--- config.mk ---
export PLATFORM = sky130hd
export DESIGN_NAME = csa_cpa_mersenne_reduce
export DESIGN_NICKNAME = d
export VERILOG_FILES = /design/src/rtl/csa_cpa_mersenne_reduce.sv
export SDC_FILE = /design/constraint.sdc
export NUM_CORES = 2
export LEC_CHECK = 0
export BUFFER_PORTS_ARGS = -buffer_cell sky130_fd_sc_hd__buf_2
export CORE_ASPECT_RATIO = 1.25
export CORE_MARGIN = 4
export CORE_UTILIZATION = 40
export DETAILED_ROUTE_END_ITERATION = 6
export PLACE_DENSITY = 0.64
export SYNTH_ARGS = -nofsm -noshare
export SYNTH_HDL_FRONTEND = slang
export SYNTH_SLANG_ARGS = --single-unit
export TNS_END_PERCENT = 20
--- constraint.sdc ---
create_clock -name clk -period 5.25 [get_ports clk]
set_input_delay 0.525 -clock clk [delete_from_list [all_inputs] [get_ports clk]]
set_output_delay 0.525 -clock clk [all_outputs]
set_load 0.05 [all_outputs]
--- src/rtl/csa_cpa_mersenne_reduce.sv ---
// csa_cpa_mersenne_reduce
//
// Resolves a redundant (ps, sc) carry-save pair into a binary sum, then
// reduces that sum modulo the Mersenne prime M = 2^MOD_BITS - 1.
//
// The carry-propagate add is spread over NCHUNK cycles. One CHUNK-wide
// adder handles one chunk per cycle, starting with the least significant
// chunk. The (WIDTH+1)-bit sum is then folded a fixed FOLD_CYCLES times.
// Because the fold count never changes, latency does not depend on the
// data. A final correction step maps x == M to 0.
//
// Ports:
//   clk        rising-edge clock
//   rst        synchronous, active-high reset
//   in_valid   ps/sc pair is valid
//   in_ready   block can accept a pair (high only in IDLE)
//   ps, sc     carry-save operands; sc is already weighted
//   out_valid  hash word is valid (registered)
//   out_ready  consumer accepts the hash word
//   hash       (ps + sc) mod M, range 0..M-1 (registered)
//   busy       high in any state other than IDLE
//   dbg_state  current FSM state encoding, for observation only
//
// Handshake: a transfer happens on a rising edge where valid and ready are
// both high. A producer holds valid and data stable until that edge.
// in_ready is a function of the state alone, with no path from out_ready.
module csa_cpa_mersenne_reduce #(
  parameter int WIDTH       = 192,
  parameter int CHUNK       = 48,
  parameter int MOD_BITS    = 61,
  parameter int FOLD_CYCLES = 4
) (
  input  logic                clk,
  input  logic                rst,
  input  logic                in_valid,
  output logic                in_ready,
  input  logic [WIDTH-1:0]    ps,
  input  logic [WIDTH-1:0]    sc,
  output logic                out_valid,
  input  logic                out_ready,
  output logic [MOD_BITS-1:0] hash,
  output logic                busy,
  output logic [2:0]          dbg_state
);

  localparam int NCHUNK = WIDTH / CHUNK;
  localparam int XW     = WIDTH + 1;
  localparam int SW     = 8;

  localparam logic [XW-1:0] M_WIDE = {{(XW-MOD_BITS){1'b0}}, {MOD_BITS{1'b1}}};

  typedef enum logic [2:0] {
    IDLE = 3'd0,
    ADD  = 3'd1,
    FOLD = 3'd2,
    FIX  = 3'd3,
    DONE = 3'd4
  } state_t;

  state_t           state;
  logic [WIDTH-1:0] ps_r;
  logic [WIDTH-1:0] sc_r;
  logic [XW-1:0]    x;
  logic             carry;
  logic [SW-1:0]    step;   // chunk index during ADD, fold index during FOLD
  logic [CHUNK:0]   chunk_sum;
  logic [XW-1:0]    fold_next;

  // The operand registers shift right by CHUNK each ADD cycle. This keeps
  // the active chunk in the low bits, so the adder has a fixed input.
  assign chunk_sum = {1'b0, ps_r[CHUNK-1:0]} + {1'b0, sc_r[CHUNK-1:0]}
                   + {{CHUNK{1'b0}}, carry};

  // 2^MOD_BITS == 1 (mod M), so the high part folds onto the low part.
  assign fold_next = {{(XW-MOD_BITS){1'b0}}, x[MOD_BITS-1:0]} + (x >> MOD_BITS);

  assign in_ready  = (state == IDLE);
  assign busy      = (state != IDLE);
  assign dbg_state = state;

  always_ff @(posedge clk) begin
    if (rst) begin
      state     <= IDLE;
      ps_r      <= '0;
      sc_r      <= '0;
      x         <= '0;
      carry     <= 1'b0;
      step      <= '0;
      hash      <= '0;
      out_valid <= 1'b0;
    end else begin
      case (state)
        IDLE: begin
          if (in_valid) begin
            ps_r  <= ps;
            sc_r  <= sc;
            x     <= '0;
            carry <= 1'b0;
            step  <= '0;
            state <= ADD;
          end
        end

        ADD: begin
          // Each chunk result enters at the top of x[WIDTH-1:0] and moves
          // down, so after NCHUNK cycles chunk 0 sits at the LSBs.
          // x[WIDTH] ends up holding the final carry-out.
          x     <= {chunk_sum[CHUNK], chunk_sum[CHUNK-1:0], x[WIDTH-1:CHUNK]};
          carry <= chunk_sum[CHUNK];
          ps_r  <= ps_r >> CHUNK;
          sc_r  <= sc_r >> CHUNK;
          if (step == SW'(NCHUNK - 1)) begin
            step  <= '0;
            state <= FOLD;
          end else begin
            step <= step + SW'(1);
          end
        end

        FOLD: begin
          x <= fold_next;
          if (step == SW'(FOLD_CYCLES - 1)) begin
            step  <= '0;
            state <= FIX;
          end else begin
            step <= step + SW'(1);
          end
        end

        FIX: begin
          // After folding, x is at most M. M itself is the residue 0.
          hash      <= (x == M_WIDE) ? '0 : x[MOD_BITS-1:0];
          out_valid <= 1'b1;
          state     <= DONE;
        end

        DONE: begin
          if (out_ready) begin
            out_valid <= 1'b0;
            state     <= IDLE;
          end
        end

        default: state <= IDLE;
      endcase
    end
  end

endmodule

# Yosys cells after proc, flatten, opt, wreduce, memory -nomap -nowiden
# Cells that the tools add are included.
[totals] out_inout_bits=67 reg_bits=651 memories=0 romBits=0 latchBits=0 inputBits=388 elab_cells=53 mem_bits_rw=0
[op_classes] eq_ne=10 div=0 bitwise=0 n_reduce_logical=12 add_sub_neg=4 order_cmp=0 n_shift=0 muxes=19 mul=0
[ops] op="192-bit case mux with 2 select lines" n=2
[ops] op="193-bit case mux with 3 select lines" n=1
[ops] op="192-bit two-way mux" n=2
[ops] op="193-bit by 61-bit equality test with 1-bit output, second input constant" n=1
[ops] op="193-bit two-way mux" n=1
[ops] op="61-bit by 132-bit adder with 133-bit output" n=1
[ops] op="61-bit two-way mux" n=1
[ops] op="48-bit by 48-bit adder with 49-bit output" n=1
[ops] op="49-bit by 1-bit adder with 49-bit output" n=1
[ops] op="8-bit two-way mux" n=2
[ops] op="8-bit case mux with 2 select lines" n=1
[ops] op="3-bit case mux with 5 select lines" n=1
[ops] op="3-bit two-way mux" n=4
[ops] op="8-bit by 1-bit adder with 8-bit output, second input constant" n=1
[ops] op="8-bit by 2-bit equality test with 1-bit output, second input constant" n=1
[ops] op="2-bit != test, second input constant" n=4
[ops] op="2-bit AND reduction" n=4
[ops] op="3-bit by 2-bit equality test with 1-bit output, second input constant" n=2
[ops] op="2-bit nonzero test" n=3
[ops] op="3-bit nonzero test" n=2
[ops] op="1-bit case mux with 2 select lines" n=2
[ops] op="4-bit AND reduction" n=1
[ops] op="3-bit by 1-bit equality test with 1-bit output, second input constant" n=1
[ops] op="3-bit equality test, second input constant" n=1
[ops] op="other kinds (3)" n=4

# Longest topological paths before layout
[depth] word_depth=4 mapped_depth=13 depth_no_buf=13

# Worst setup path after synthesis
# Ideal clock, no wire load.
[synth_path] path_kind="reg-to-reg" start="register state[0], in the netlist dbg_state[0]" end="register ps_r[124]" synth_period_minus_slack_ns=3.238 setup_time_ns=0.092 stages_incl_launch_ff=8 required_ns=5.158 arrival_time_ns=3.147 path_slack_ns=2.012 path_cell_list="dfxtp_1 > nor3_1 > nand2_1 > nand2_1 > clkbuf_1 > clkbuf_1 > nor2_1 > nor4_1"
[synth_via] elab_chain_cells=3 word_cells_on_any_way=6 classes_between="2 x eq/ne; 1 x mux; 3 x reduce/logical"
[synth_rtl] element="start, declared" line_no="60" rtl="state_t state;"
[synth_rtl] element="start signal, assigned" line_no="83" rtl="state <= IDLE;"
[synth_rtl] element="start signal, assigned" line_no="100" rtl="state <= ADD;"
[synth_rtl] element="start signal, assigned" line_no="114" rtl="state <= FOLD;"
[synth_rtl] element="3-bit logical NOT *"
[synth_rtl] element="via in_ready" line_no="36" rtl="output logic in_ready,"
[synth_rtl] element="2-bit != test (no line) / 2-bit nonzero test (equally long branches)"
[synth_rtl] element="2-bit AND reduction (no line)"
[synth_rtl] element="end signal, assigned" line_no="95" rtl="ps_r <= ps;"
[synth_rtl] element="end signal, assigned" line_no="110" rtl="ps_r <= ps_r >> CHUNK;"
[synth_rtl] element="end, declared" line_no="61" rtl="logic [WIDTH-1:0] ps_r;"
# The timed path passes the listed nets; every way through them passes the cells marked *.
# A chain may end at the register's enable or synchronous reset.

# Worst setup path in the final report
[layout_path] start="register x[79]" end="register x[98]"
[layout_via] elab_chain_cells=2
[layout_rtl] element="start, declared" line_no="63" rtl="logic [XW-1:0] x;"
[layout_rtl] element="start signal, assigned" line_no="108" rtl="x <= {chunk_sum[CHUNK], chunk_sum[CHUNK-1:0], x[WIDTH-1:CHUNK]};"
[layout_rtl] element="start signal, assigned" line_no="121" rtl="x <= fold_next;"
[layout_rtl] element="61-bit by 132-bit adder with 133-bit output" line_no="75" rtl="assign fold_next = {{(XW-MOD_BITS){1'b0}}, x[MOD_BITS-1:0]} + (x >> MOD_BITS);"
[layout_rtl] element="193-bit case mux with 3 select lines" line_no="92" rtl="case (state)"
# Every way passes these cells.

==> results by group <==
Logic synthesis
  – Post-synth cell types: 75
  – Post-synth EDFFs: 0
  – Predominant post-synthesis flop cell: dfxtp_1
  – Mean post-synth cell area: 7.55 µm²
  – Syn_nets: 4859
  – YS warnings: 0
  – Sequential cell area fraction in the yosys report: 39.6%
  – FF+latch count, synth: about 650
  – Cell Area, Synth: about 0.033 mm²
  – Post-Synthesis Cells: 4359
  – Ys async rst share: 0%

STA
  – RSZ-0062 raised after global routing: false
  – Fin. max-slew vios: 0
  – Setup TNS Final: 0 ps
  – Min Tclk post-route: around 4200 ps
  – Clk_skew: 32.8 ps
  – Fin Hold WS: 116 ps
  – Worst slew margin: between 20% and 30%
  – F_max: 0.237 GHz
  – Setup Viol. Count Final: 0
  – Period utilisation layout: between 80% and 90%
  – Final hold vios: 0
  – Worst-Margin Slew: 1090 ps

Worst setup path
  – CP arrival: 4660 ps
  – Worst Path Max Fanout: 12
  – Startpoint Class: flip-flop
  – CP endpoint kind: flip-flop
  – Worst endpoint required time: 5690 ps
  – CP Class: flip-flop to flip-flop

Clocking
  – Reg clk slew, reported paths: 70 ps
  – Root buf cell: clkbuf_16
  – H-tree depth: 3
  – Clock Tree Buf Depth: 3
  – Worst-Skew Late Latency: 650 ps
  – Cts hold-fix bufs: 0
  – Clock Sinks: 651
  – CTS tree: yes
  – Post-CTS resize count: 0
  – Inserted Clock Buffers: 72
  – Buffer count from post-CTS setup fixing: 0

Pwr
  – Pwr dens: 333 mW/mm²
  – Leakage: 0.0158 µW
  – VDD IR-drop max: 0.241 mV

Route
  – Vias per inst: roughly 5.9
  – Post-route ant nets: 0
  – Routed WL per cell: about 23 µm
  – Vias: 34100
  – DR iter-0 viols: between 3000 and 4000
  – Routed WL: 133000 µm
  – Total iterations of the first detailed-routing run: 7
  – Remaining DRCs: 13

Layout
  – Nets: 5082
  – Synth-to-layout area growth: 16.4%
  – Final Util: 47.0%
  – Layout cells sized above 1: 14.1%
  – Fillers: 8225

Floorplan
  – Top Ports: 455
  – Initial core utilization: 40.4%
  – Die height: ~330 µm
  – Die Footprint: 0.0870 mm²
  – Placement row count: 117
  – Die X: roughly 260 µm
  – Core area: 0.0815 mm²

GRT
  – Initial antenna violation count: 39
  – GRT overflow: 0
  – GRT Util Overall: 29.4%
  – First-pass GRT wire length: 200000 µm
  – Number of global-route vias before repair: approximately 33000
  – Largest net degree at the start of global routing: 202

Placement
  – Post-DP HPWL: 96600 µm
  – GP Congestion: 1.04
  – PortBufs: 454

Hold path
  – HP Class: input pin to flip-flop

Run status
  – Failing checks: DRC
  – Outcome: finished with violations

Run
  – Max-cap violations: 0
-- sequential cells by signal, summed over array words and instances, names as in the netlist --
signal / cells
carry: 1
dbg_state: 3
hash: 61
out_valid: 1
ps_r: 192
sc_r: 192
step: 8
x: 193
-- layout by cell type, fill, tap and decap left out, types with 18 or more instances in the layout --
cell type | Yosys | layout
a21o_1 | 54 | 54
and3_1 | 28 | 28
inv_1 | 34 | 34
a22oi_1 | 147 | 147
a222oi_1 | 52 | 52
nand3_1 | 81 | 81
xor2_1 | 50 | 50
nor4_1 | 346 | 346
o21bai_1 | 23 | 23
a211oi_1 | 26 | 25
a21oi_1 | 263 | 262
nand4_1 | 75 | 75
xnor2_1 | 104 | 104
diode_2 | 0 | 27
clkbuf_16 | 0 | 73
o21a_1 | 18 | 18
buf_4 | 0 | 33
buf_2 | 5 | 453
o22ai_1 | 48 | 48
nand2_1 | 343 | 340
nor3_1 | 59 | 59
ha_1 | 109 | 109
o21ai_0 | 100 | 100
dfxtp_1 | 651 | 651
nor2_1 | 1173 | 1171
-- Yosys cell counts (18+ instances only) --
master    number  area (µm²)
ha_1         109        1360
o21a_1        18         135
a211oi_1      26         195
nor4_1       346        2160
xnor2_1      104         911
o21bai_1      23         173
dfxtp_1      651       13000
nand3_1       81         405
nand4_1       75         469
nor2_1      1173        4400
nor3_1        59         295
and3_1        28         175
xor2_1        50         438
a21o_1        54         405
o22ai_1       48         300
inv_1         34         128
a21oi_1      263        1320
a222oi_1      52         521
nand2_1      343        1290
o21ai_0      100         500
clkbuf_1     324        1220
a22oi_1      147        1100
-- critical path, cell delays in order, from the launching register on --
cell       delay, ps
dfxtp_1          440
ha_1             470
nand4_1          200
nor3_1           550
nand3_1          220
a311oi_2         380
o2111ai_1        230
a31oi_1          320
o211ai_1         120
buf_4            230
nor2_1           130
xnor2_1          100
o22ai_1          620
-- power breakdown --
group	switching, µW	internal [µW]	leakage, µW
Combinational	1080	623	0.00920
Clock	2210	3250	0.00125
Sequential	332	5240	0.00533
-- through the flow --
step                instance area, µm²  std cells  setup WS, ps  power [µW]
floorplan                        32900       4359          2010        6670
global placement                 35700       5579          1180        7350
detailed placement               35700       5579          1240        7350
CTS                              38200       5707          1170       12800
global route                     38300       5721           927       13200
finish                           38300       5734          1030       12700
-- cell type report --
class	count	area (µm²)	share of cell area (%)
clock buffers	96	2080	5.44
well taps	1071	1340	3.50
clock inverters	32	460	1.20
repair buffers	494	2670	6.97
diodes	27	67.6	0.176
inverters	34	128	0.333
flip-flops and latches	651	13000	34.0
multi-input cells	3329	18500	48.3
-- per-layer routing --
metal  wire length, µm  track usage (%)  up-vias
met3              9790             6.18      460
met2             64300             49.8     1527
met1             49500             34.0    16000
li1                  -                -    16000
met5               178                0        -
met4              9570             18.1       26
-- kinds of logic after synthesis --
family                     Yosys count  share of synthesized area [%]
and+or+nand+nor                   2203                           30.1
DFF                                651                           39.6
AOI/OAI and AO/OA                  857                           17.3
xor gates and xnor gates           154                           4.10
muxes                                3                         0.0951
adders and majority gates          112                           4.33
buffers and inverters              379                           4.39
-- final timing paths --
| kind | cells past startpoint | slack, ps | from | end |
|---|---|---|---|---|
| worst max-delay path | 12 | 1030 | x[79]$_SDFFE_PP0P_ | x[98]$_SDFFE_PP0P_ |
| worst min-delay path | 3 | 120 | sc[154] | sc_r[154]$_SDFFE_PP0P_ |
| worst max register to register | 12 | 1030 | x[79]$_SDFFE_PP0P_ | x[98]$_SDFFE_PP0P_ |
| worst min register to register | 2 | 450 | sc_r[168]$_SDFFE_PP0P_ | sc_r[168]$_SDFFE_PP0P_ |
Note: power is estimated with default switching activity, not from simulation.
